### config.mk
export PLATFORM = sky130hd
export DESIGN_NAME = tmr32_pwm_seq
export DESIGN_NICKNAME = d
export VERILOG_FILES = /design/src/rtl/tmr32_pkg.sv /design/src/rtl/tmr32_seq_tbl.sv /design/src/rtl/tmr32_pwm_seq.sv
export SDC_FILE = /design/constraint.sdc
export NUM_CORES = 1
export LEC_CHECK = 0
export ABC_AREA = 1
export ABC_CLOCK_PERIOD_IN_PS = 3800
export BUFFER_PORTS_ARGS = -buffer_cell sky130_fd_sc_hd__buf_2
export CORE_UTILIZATION = 45
export DETAILED_ROUTE_END_ITERATION = 12
export HOLD_SLACK_MARGIN = 0.03
export SYNTH_ARGS = -nofsm -noshare
export SYNTH_HDL_FRONTEND = slang
export SYNTH_HIERARCHICAL = 1
export SYNTH_SLANG_ARGS = --single-unit
### constraint.sdc
create_clock -name clk -period 3.8 [get_ports clk]
set_input_delay 0.76 -clock clk [delete_from_list [all_inputs] [get_ports clk]]
set_output_delay 0.76 -clock clk [all_outputs]
set_load 0.1 [all_outputs]
### src/rtl/tmr32_pkg.sv
// Shared definitions for the TMR32 PWM step sequencer: state encoding,
// default sizing and the step record layout.
package tmr32_pkg;

    localparam int DEF_DEPTH = 8;
    localparam int DEF_RPT_W = 8;

    typedef enum logic [1:0] {
        S_IDLE = 2'd0,
        S_RUN  = 2'd1,
        S_ACK  = 2'd2
    } state_t;

    typedef struct packed {
        logic [31:0]          cmp;
        logic [DEF_RPT_W-1:0] rpt;
    } step_t;

endpackage

### src/rtl/tmr32_seq_tbl.sv
// Step table register file: one synchronous write port, one asynchronous
// read port, every entry cleared by reset.
module tmr32_seq_tbl #(
    parameter int DEPTH = 8,
    parameter int AW    = $clog2(DEPTH),
    parameter int W     = 40
) (
    input  logic          clk,
    input  logic          rst_n,
    input  logic          wr_en,
    input  logic [AW-1:0] wr_addr,
    input  logic [W-1:0]  wr_data,
    input  logic [AW-1:0] rd_addr,
    output logic [W-1:0]  rd_data
);

    logic [W-1:0] mem [DEPTH];

    // NOTE: this is a flop array, not a RAM macro, so it can and must be
    // reset; a cleared table makes a start after reset deterministic.
    always_ff @(posedge clk or negedge rst_n) begin
        if (!rst_n) begin
            for (int i = 0; i < DEPTH; i++) mem[i] <= '0;
        end else if (wr_en) begin
            mem[wr_addr] <= wr_data;
        end
    end

    assign rd_data = mem[rd_addr];

endmodule

### src/rtl/tmr32_pwm_seq.sv
// Walks a TMR32 timer in periodic PWM mode through a table of
// {compare, repeat} steps, acknowledging one OVF flag per period.
module tmr32_pwm_seq
    import tmr32_pkg::*;
#(
    parameter int DEPTH = DEF_DEPTH,
    parameter int AW    = $clog2(DEPTH),
    parameter int RPT_W = DEF_RPT_W
) (
    input  logic             clk,
    input  logic             rst_n,
    input  logic             wr_en,
    input  logic [AW-1:0]    wr_addr,
    input  logic [31:0]      wr_cmp,
    input  logic [RPT_W-1:0] wr_rpt,
    input  logic [AW:0]      seq_len,
    input  logic             loop,
    input  logic             start,
    input  logic             stop,
    input  logic             tmr_ovf,
    output logic             tmr_en,
    output logic [31:0]      tmr_cmp,
    output logic             tmr_ovf_clr,
    output logic             busy,
    output logic [AW-1:0]    cur_step,
    output logic             done
);

    localparam int W = 32 + RPT_W;

    state_t           state;
    logic [RPT_W-1:0] rpt_cnt;
    logic [RPT_W-1:0] cur_rpt;
    logic [AW-1:0]    rd_addr;
    logic [W-1:0]     rd_data;
    logic [31:0]      rd_cmp;
    logic [RPT_W-1:0] rd_rpt;
    logic [AW+1:0]    step_p1;
    logic             is_last;
    logic             seq_ok;
    logic [AW-1:0]    next_step;

    tmr32_seq_tbl #(
        .DEPTH (DEPTH),
        .AW    (AW),
        .W     (W)
    ) u_tbl (
        .clk     (clk),
        .rst_n   (rst_n),
        .wr_en   (wr_en),
        .wr_addr (wr_addr),
        .wr_data ({wr_cmp, wr_rpt}),
        .rd_addr (rd_addr),
        .rd_data (rd_data)
    );

    assign rd_cmp = rd_data[W-1:RPT_W];
    assign rd_rpt = rd_data[RPT_W-1:0];

    // Comparing cur_step+1 against seq_len also treats a live seq_len of 0
    // (or one shrunk below cur_step) as "on the last step".
    assign step_p1   = {2'b00, cur_step} + (AW+2)'(1);
    assign is_last   = step_p1 >= {1'b0, seq_len};
    assign next_step = is_last ? '0 : cur_step + AW'(1);
    assign rd_addr   = (state == S_IDLE) ? '0 : next_step;
    assign seq_ok    = (seq_len != '0) && (seq_len <= (AW+1)'(DEPTH));
    assign busy      = (state != S_IDLE);

    // The repeat limit is latched at step load, so rewriting the active
    // entry only matters the next time that entry is loaded.
    always_ff @(posedge clk or negedge rst_n) begin
        if (!rst_n) begin
            state       <= S_IDLE;
            tmr_en      <= 1'b0;
            tmr_cmp     <= '0;
            tmr_ovf_clr <= 1'b0;
            cur_step    <= '0;
            done        <= 1'b0;
            rpt_cnt     <= '0;
            cur_rpt     <= '0;
        end else begin
            tmr_ovf_clr <= 1'b0;
            done        <= 1'b0;
            if (stop) begin
                tmr_en <= 1'b0;
                state  <= S_IDLE;
            end else begin
                case (state)
                    S_IDLE: begin
                        if (start && seq_ok) begin
                            tmr_cmp  <= rd_cmp;
                            cur_rpt  <= rd_rpt;
                            tmr_en   <= 1'b1;
                            cur_step <= '0;
                            rpt_cnt  <= '0;
                            state    <= S_RUN;
                        end
                    end
                    S_RUN: begin
                        if (tmr_ovf) begin
                            tmr_ovf_clr <= 1'b1;
                            state       <= S_ACK;
                            if (rpt_cnt < cur_rpt) begin
                                rpt_cnt <= rpt_cnt + RPT_W'(1);
                            end else begin
                                rpt_cnt <= '0;
                                if (is_last && !loop) begin
                                    tmr_en <= 1'b0;
                                    done   <= 1'b1;
                                    state  <= S_IDLE;
                                end else begin
                                    cur_step <= next_step;
                                    tmr_cmp  <= rd_cmp;
                                    cur_rpt  <= rd_rpt;
                                end
                            end
                        end
                    end
                    S_ACK: begin
                        if (!tmr_ovf) state <= S_RUN;
                    end
                    default: state <= S_IDLE;
                endcase
            end
        end
    end

endmodule

==> results.sh, run 1 <==
export IMPL_status="complete, no violations"
export IMPL_crit_reg2reg_capture="tmr_cmp[26]"
export IMPL_power_density_over_the_cells_nw_per_um2=823
export IMPL_cts_sink_count=376
export IMPL_power_switching_w=0.00762
export IMPL_worstSkewPairLatency_ps=560
export IMPL_worst_setup_path_type="register to register"
export IMPL_gpl_final_weighted_congestion=0.789
export IMPL_layout_drive_gt1_share_pct=8.65
export IMPL_dieHeight_um=204
export IMPL_htreeDepth=2
export IMPL_register_area_sq_um=9410
export IMPL_drc_errors=0
export IMPL_dr_total_vias=15475
export IMPL_share_seq_of_total_power_pct=31.0
export IMPL_timing_max_cap_violations=0
export IMPL_power_switching_share_pct=44.4
export IMPL_final_setup_tns_ps=0
export IMPL_drt_pass1_iterations=5
export IMPL_grt_total_usage_pct=24.3
export IMPL_cts_root_buffer="clkbuf_16"
export IMPL_grt_most_used_layer="met2"
export IMPL_detail_route_wirelength_um=48600
export IMPL_hpwl_detailed_um=26700
export IMPL_intPower_w=0.00956
export IMPL_timing_max_transition_violations_final=0
export IMPL_wire_length_of_the_first_global_routing_pass_um=79800
export IMPL_synth_seq_area_share_pct=51.1
export IMPL_placementRows=73
export IMPL_ys_ff_latch=376
export IMPL_launching_point_of_the_worst_reg2reg_path="cur_step[0]"
export IMPL_total_i_o_pin_count=93
export IMPL_n_fill_cell=3875
export IMPL_syn_cell_area_sq_um=18400
export IMPL_cts_buffers_inserted=43
export IMPL_ant_nets=0
export IMPL_initialDrtViolationCount=1052
export IMPL_cts_hold_fix_buffers=0
export IMPL_antenna_found_initial=0
export IMPL_combined_area_of_the_multi_input_logic_cells_sq_um=6900
export IMPL_kind_of_launch_point_of_the_worst_setup_path="register"
export IMPL_yosys_warnings=6
export IMPL_design_area_sq_um=20900
export IMPL_share_clk_of_total_power_pct=24.3
export IMPL_final_period_utilization_pct=82.6
export IMPL_met1_use_gr_pct=34.0
export IMPL_synth_net_count=2568
export IMPL_finalHoldViolations=0
export IMPL_route_detailed_wl_per_inst_um=15.7
export IMPL_cp_arrival_ps=3580
export IMPL_critical_path_endpoint_type="register"
export IMPL_finalSetupViolCount=0
export IMPL_worst_r2r_setup_slack_ps=660
export IMPL_cts_post_setup_buffers_inserted=0
export IMPL_overflow=0
export IMPL_areaGrowthSynthToFinish_pct=13.3
export IMPL_timing_final_crit_period_ps=3140
export IMPL_power_static_leakage_nw=11.5
export IMPL_globalRouteMet3Util_pct=3.36
export IMPL_insertedDiodeCount=0
export IMPL_via_per_inst=5.01
export IMPL_finClkSkew_ps=9.32
export IMPL_finalCoreUtilization_pct=52.1
export IMPL_placement_cell_area_sq_um=19400
export IMPL_slew_headroom_pct=39.6
export IMPL_max_clock_freq_mhz=318
export IMPL_worst_setup_hold_path_clk_slew_ps=60
export IMPL_post_synth_inst_count=2501
export IMPL_worst_reg2reg_path_depth=20
export IMPL_initial_utilization_pct=45.9
export IMPL_tritoncts_clock_tree="done"
export IMPL_fp_coreArea_sq_um=40100
export IMPL_worst_hold_path_type="input pin to async pin"
export IMPL_final_nets=2600
export IMPL_port_buffers=92
export IMPL_tightestPinTransition_ps=906
export IMPL_die_area_sq_um=41700
export IMPL_die_w_um=204
export IMPL_number_of_distinct_library_cells_after_synthesis=29
export IMPL_post_cts_resized=0
export IMPL_grt_pass1_vias=14919
export IMPL_share_comb_of_total_power_pct=44.7
export IMPL_synth_avg_cell_area_sq_um=7.37
export IMPL_grt_max_degree=89
export IMPL_peakVddDrop_uv=835
export IMPL_max_clock_path_buffers=3
export IMPL_critPathRequiredTime_ps=4240
export IMPL_grt_util_met2_pct=39.7
export IMPL_grt_setup_unrepaired="false"
export IMPL_critPathMaxFanout=49
## cell families (layout without fill, tap and decap cells)
group | Yosys count | in the layout | synth area share [%]
DFF | 376 | 376 | 51.1
AOI/OAI and AO/OA | 339 | 339 | 9.30
buffers and inverters | 539 | 603 | 11.6
and+or+nand+nor | 1233 | 1233 | 27.1
adders and majority gates | 13 | 13 | 0.883
xor gates and xnor gates | 1 | 1 | 0.0476
## final cells by class
| cell class | count | share of cell area, % |
|---|---|---|
| clock buffers | 59 | 6.03 |
| clock inverters | 18 | 0.803 |
| inverters | 400 | 7.21 |
| multi-input cells | 1586 | 33.1 |
| flip-flops and latches | 376 | 45.1 |
| well taps | 525 | 3.15 |
| repair buffers | 126 | 4.68 |
## cells in the mapped netlist (all sizes together)
master    n  area [sq um]
nand2   980          3690
inv     400          1500
dfrtp   376          9410
o21ai   328          1640
nand3   220          1140
buf      71           380
clkbuf   68           259
nor2     30           133
ha       13           163
a21oi     6          33.8
o21a      3          22.5
nor3      2          21.3
a21o      1          7.51
nand4     1          6.26
o21bai    1          7.51
xor2      1          8.76
## metrics by stage
stage | cells | hold slack, ps | total power, W | setup WS, ps
after floorplan | 2501 | 449 | 0.0111 | 657
after global placement | 3013 | 460 | 0.0129 | 679
after detailed placement | 3013 | 464 | 0.0131 | 602
after CTS | 3090 | 217 | 0.0173 | 669
after global routing | 3090 | 249 | 0.0185 | 395
final | 3090 | 212 | 0.0172 | 660
## placed cells by master (no fill, tap or decap), drive strengths merged
cell type,n
a21o,1
a21oi,6
buf,126
bufinv,3
clkbuf,59
clkinv,14
clkinvlp,1
dfrtp,376
ha,13
inv,400
nand2,980
nand3,220
nand4,1
nor2,30
nor3,2
o21a,3
o21ai,328
o21bai,1
xor2,1
## flip-flops by register name, summed over array words and instances (netlist names)
| name | count |
|---|---|
| state | 2 |
| u_tbl/mem | 320 |
| cur_rpt | 8 |
| done | 1 |
| tmr_ovf_clr | 1 |
| tmr_en | 1 |
| cur_step | 3 |
| rpt_cnt | 8 |
| tmr_cmp | 32 |
## power groups by stage
stage | Clock (W) | Combinational (W) | Sequential, W
3_3_place_gp | 0 | 0.00757 | 0.00537
4_1_cts | 0.00428 | 0.00772 | 0.00533
2_1_floorplan | 0 | 0.00469 | 0.00642
6_report | 0.00417 | 0.00768 | 0.00533
3_5_place_dp | 0 | 0.00767 | 0.00539
5_1_grt | 0.00442 | 0.00863 | 0.00544
## worst max path at each step
stage / startpoint / end / cells past startpoint
final: cur_step[0] / tmr_cmp[26] / 20
after global routing: cur_step[0] / tmr_cmp[26] / 20
after CTS: cur_step[0] / tmr_cmp[26] / 20
after detailed placement: seq_len[3] / tmr_cmp[19] / 20
after global placement: seq_len[1] / tmr_cmp[19] / 20
after floorplan: cur_step[0] / tmr_cmp[0] / 20
## per-layer routing
metal | up-vias | share of wire, %
li1 | 7680 | -
met1 | 7309 | 46
met2 | 422 | 46
met3 | 64 | 5.5
met4 | 0 | 1.8
met5 | - | 0
## critical path: stages (launching register included)
cell and delay, ps:
dfrtp_1 420, ha_1 230, xor2_1 180, ha_1 290
nand2_1 40, inv_1 70, nand3_1 80, nand3_1 140
inv_1 80, nand2_1 140, nor2_4 80, inv_4 270
buf_12 280, buf_12 210, nand2_1 70, nand3_1 80
nand2_1 60, nand2_1 50, nand2_1 40, nand3_1 80
nand2_1 70
Note: power is estimated with default switching activity, not from simulation.
==> run 2, diff against run 1 <==
--- a/config.mk
+++ b/config.mk
@@ -5,8 +5,8 @@
 export SDC_FILE = /design/constraint.sdc
 export NUM_CORES = 1
 export LEC_CHECK = 0
-export ABC_AREA = 1
-export ABC_CLOCK_PERIOD_IN_PS = 3800
+export ABC_AREA = 0
+export ABC_CLOCK_PERIOD_IN_PS = 3300
 export BUFFER_PORTS_ARGS = -buffer_cell sky130_fd_sc_hd__buf_2
 export CORE_UTILIZATION = 45
 export DETAILED_ROUTE_END_ITERATION = 12
==> constraint.sdc (replaced) <==
create_clock -name clk -period 3.3 [get_ports clk]
set_input_delay 0.66 -clock clk [delete_from_list [all_inputs] [get_ports clk]]
set_output_delay 0.66 -clock clk [all_outputs]
set_load 0.1 [all_outputs]
==> run 2 against run 1 <==
Against the previous run: the flow now finishes with violations (negative setup slack); clock skew grew 4.3 ps; via count shrank 38%; non-clock buffer count grew 29; sequential power grew 20%; core utilization grew 1.7 points; critical path depth shrank 8; total power shrank 9.0%; fmax shrank 6.4%; cell count shrank 44%; critical path type unchanged.
==> results.sh, run 2 <==
export IMPL_finalNonFillerCells=1720
export IMPL_cts_root_buffer="clkbuf_16"
export IMPL_share_seq_of_total_power_pct=40.9
export IMPL_fp_coreArea_sq_um=37800
export IMPL_setup_crit_start="cur_step[0]"
export IMPL_synth_ff_type="dfrtp_1"
export IMPL_status="complete, but fails checks"
export IMPL_dieHeight_um=198
export IMPL_synth_most_common_cell="dfrtp_1"
export IMPL_critical_path_endpoint_type="register"
export IMPL_share_clk_of_total_power_pct=28.7
export IMPL_finClkSkew_ps=13.6
export IMPL_number_of_flip_flops_under_the_largest_register_name=320
export IMPL_initialDrtViolationCount=420
export IMPL_hpwl_detailed_um=21200
export IMPL_largestRegisters="u_tbl/mem: 320 flops, tmr_cmp: 32 flops"
export IMPL_total_i_o_pin_count=93
export IMPL_die_w_um=198
export IMPL_ant_nets=0
export IMPL_wire_length_of_the_first_global_routing_pass_um=57900
export IMPL_yosys_mux_area_fraction_pct=39.1
export IMPL_tightestPinTransition_ps=823
export IMPL_timing_max_transition_violations_final=0
export IMPL_finalHoldViolations=0
export IMPL_synth_top_cells_by_area="dfrtp_1 (54%), mux2_2 (23%), mux4_1 (12%)"
export IMPL_post_synth_inst_count=1035
export IMPL_power_switching_share_pct=33.2
export IMPL_htreeDepth=2
export IMPL_die_area_sq_um=39300
export IMPL_via_per_inst=5.56
export IMPL_combined_area_of_the_multi_input_logic_cells_sq_um=7440
export IMPL_critPathMaxFanout=7
export IMPL_pre_cts_slack_ps=-283
export IMPL_grt_total_usage_pct=19.5
export IMPL_synth_avg_cell_area_sq_um=16.8
export IMPL_synth_net_count=1102
export IMPL_gpl_final_weighted_congestion=0.748
export IMPL_final_nets=1242
export IMPL_regMostFlops="u_tbl/mem"
export IMPL_power_density_over_the_cells_nw_per_um2=769
export IMPL_cts_buffers_inserted=43
export IMPL_worst_setup_hold_path_clk_slew_ps=60
export IMPL_finalSetupViolCount=25
export IMPL_grt_pass1_vias=9813
export IMPL_launching_point_of_the_worst_reg2reg_path="cur_step[0]"
export IMPL_synth_top_cells_by_count="dfrtp_1 (376), mux2_2 (347), mux4_1 (80)"
export IMPL_synth_adder_area_share_pct=0.937
export IMPL_critical_path_slowest_cell="mux4_1"
export IMPL_worst_hold_path_type="input pin to async pin"
export IMPL_yosys_area_top_type_share_pct=54.2
export IMPL_power_switching_w=0.00519
export IMPL_register_area_sq_um=9420
export IMPL_critical_path_top_cell_by_count="buf_12"
export IMPL_cp_arrival_ps=3800
export IMPL_tritoncts_clock_tree="done"
export IMPL_critPathMaxStageDelay_ps=530
export IMPL_worstSkewPairLatency_ps=560
export IMPL_post_synth_and_or_nand_nor_area_fraction_pct=1.95
export IMPL_critPathRequiredTime_ps=3740
export IMPL_syn_cell_area_sq_um=17400
export IMPL_timing_max_cap_violations=0
export IMPL_post_synth_xor_area_fraction_pct=0.0505
export IMPL_intPower_w=0.0105
export IMPL_route_detailed_wl_per_inst_um=22.8
export IMPL_timing_critical_path_cells="ha_4 > ha_4 > a2111oi_4 > or3_4 > nand2_4 > nor2_4 > buf_12 > buf_12 > buf_12 > mux4_1 > mux2_2 > mux2_4"
export IMPL_n_fill_cell=3176
export IMPL_cts_sink_count=376
export IMPL_final_period_utilization_pct=102
export IMPL_overflow=0
export IMPL_max_clock_path_buffers=3
export IMPL_dp_cells=1623
export IMPL_synth_seq_area_share_pct=54.2
export IMPL_antenna_found_initial=3
export IMPL_grt_setup_unrepaired="true"
export IMPL_yosys_warnings=6
export IMPL_number_of_distinct_library_cells_after_synthesis=42
export IMPL_layout_drive_gt1_share_pct=58.3
export IMPL_cts_hold_fix_buffers=0
export IMPL_synth_top_family_by_area="multiplexers"
export IMPL_ys_ff_latch=376
export IMPL_dr_total_vias=9569
export IMPL_synth_top_area_cell="dfrtp_1"
export IMPL_initial_utilization_pct=45.8
export IMPL_violations="negative setup slack"
export IMPL_placementRows=71
export IMPL_worst_r2r_setup_slack_ps=-50
export IMPL_share_comb_of_total_power_pct=30.4
export IMPL_peakVddDrop_uv=474
export IMPL_areaGrowthSynthToFinish_pct=17.3
export IMPL_worst_setup_path_type="register to register"
export IMPL_port_buffers=92
export IMPL_slew_headroom_pct=45.2
export IMPL_synth_compound_gate_area_share_pct=1.26
export IMPL_timing_final_crit_period_ps=3350
export IMPL_finalCoreUtilization_pct=53.8
export IMPL_drc_errors=0
export IMPL_layout_cells_most_common="dfrtp_1"
export IMPL_grt_max_degree=96
export IMPL_setup_slack_ps=-54.5
export IMPL_max_clock_freq_mhz=298
export IMPL_synth_edf_count=0
export IMPL_power_static_leakage_nw=8.77
export IMPL_fin_total_pwr_w=0.0156
export IMPL_mostFrequentLayoutCells="dfrtp_1 (373), mux2_2 (328), buf_2 (91)"
export IMPL_kind_of_launch_point_of_the_worst_setup_path="register"
export IMPL_fraction_of_registers_with_async_set_reset_pct=100
export IMPL_detail_route_wirelength_um=39100
export IMPL_drt_pass1_iterations=4
-- run 2: changes by cell type in the layout (fill, tap and decap cells not counted), sizes merged, moves of 20 or more --
cell / delta
nor2: -21
mux2: +402
o21ai: -317
nand2: -973
inv: -381
buf: +20
nand3: -218
mux4: +80
-- run 2: area by class of cell --
cell class	instances	area share, %
antenna	1	0.0123
clock buffer	59	5.98
clock inverter	19	0.566
inverter	15	0.277
multi-input combinational	584	36.5
sequential	376	46.3
tap	511	3.14
timing repair buffer	155	7.18
-- run 2: metal layers --
| metal | wire length, um | global-route usage [%] | vias up |
|---|---|---|---|
| met5 | 18 | 0 | - |
| met3 | 1760 | 3.39 | 32 |
| met1 | 19200 | 29.0 | 5153 |
| li1 | - | - | 4192 |
| met4 | 459 | 5.23 | 4 |
| met2 | 17700 | 29.5 | 188 |
-- run 2: timing repair --
| action | in CTS | in global routing |
|---|---|---|
| resized for setup | 1 | 91 |
| buffers inserted | 0 | 7 |
| cloned | 0 | 12 |
| setup endpoints to repair | 28 | 39 |
| pin swaps | 2 | 4 |
-- run 2: metrics by stage --
stage | area [sq um] | hold WS, ps | TNS, ps
finish | 20300 | 110 | -763
global route | 20300 | 193 | -4350
CTS | 20100 | 158 | 0
detailed placement | 18700 | 470 | -9450
global placement | 18700 | 464 | -8750
floorplan | 17400 | 364 | -2420
-- run 2: power by group through the flow --
stage / Combinational, W / Clock (W) / Sequential, W
2_1_floorplan: 0.00216 / 0 / 0.00768
3_3_place_gp: 0.00441 / 0 / 0.00639
3_5_place_dp: 0.00449 / 0 / 0.00641
4_1_cts: 0.00450 / 0.00462 / 0.00634
5_1_grt: 0.00503 / 0.00482 / 0.00653
6_report: 0.00475 / 0.00449 / 0.00639
-- run 2: path summary, 6_finish.rpt --
| path | cells past startpoint | end |
|---|---|---|
| max | 12 | tmr_cmp[19] |
| min | 1 | u_tbl/mem[287] |
| max reg2reg | 12 | tmr_cmp[19] |
| min reg2reg | 1 | u_tbl/mem[212] |
| max in group asynchronous | 2 | u_tbl/mem[155] |
| min in group clk | 2 | done |
-- run 2: cells by family (layout without fill, tap and decap cells) --
kind of cell / Yosys count / count (layout)
multiplexers: 483 / 483
flip-flops: 376 / 376
buffers and inverters: 76 / 248
AND/OR/NAND/NOR: 54 / 55
AO/OA/AOI/OAI: 32 / 32
adder cells (fa/ha/maj): 13 / 13
XOR/XNOR: 1 / 1
other: 0 / 1
-- run 2: worst max-delay path, delay by kind of cell (launching register included) --
kind / cells / cell delay [ps]
adder cells (fa/ha/maj): 2 / 500
flip-flops: 1 / 510
AO/OA/AOI/OAI: 1 / 340
multiplexers: 3 / 1050
buffers and inverters: 3 / 440
AND/OR/NAND/NOR: 3 / 380
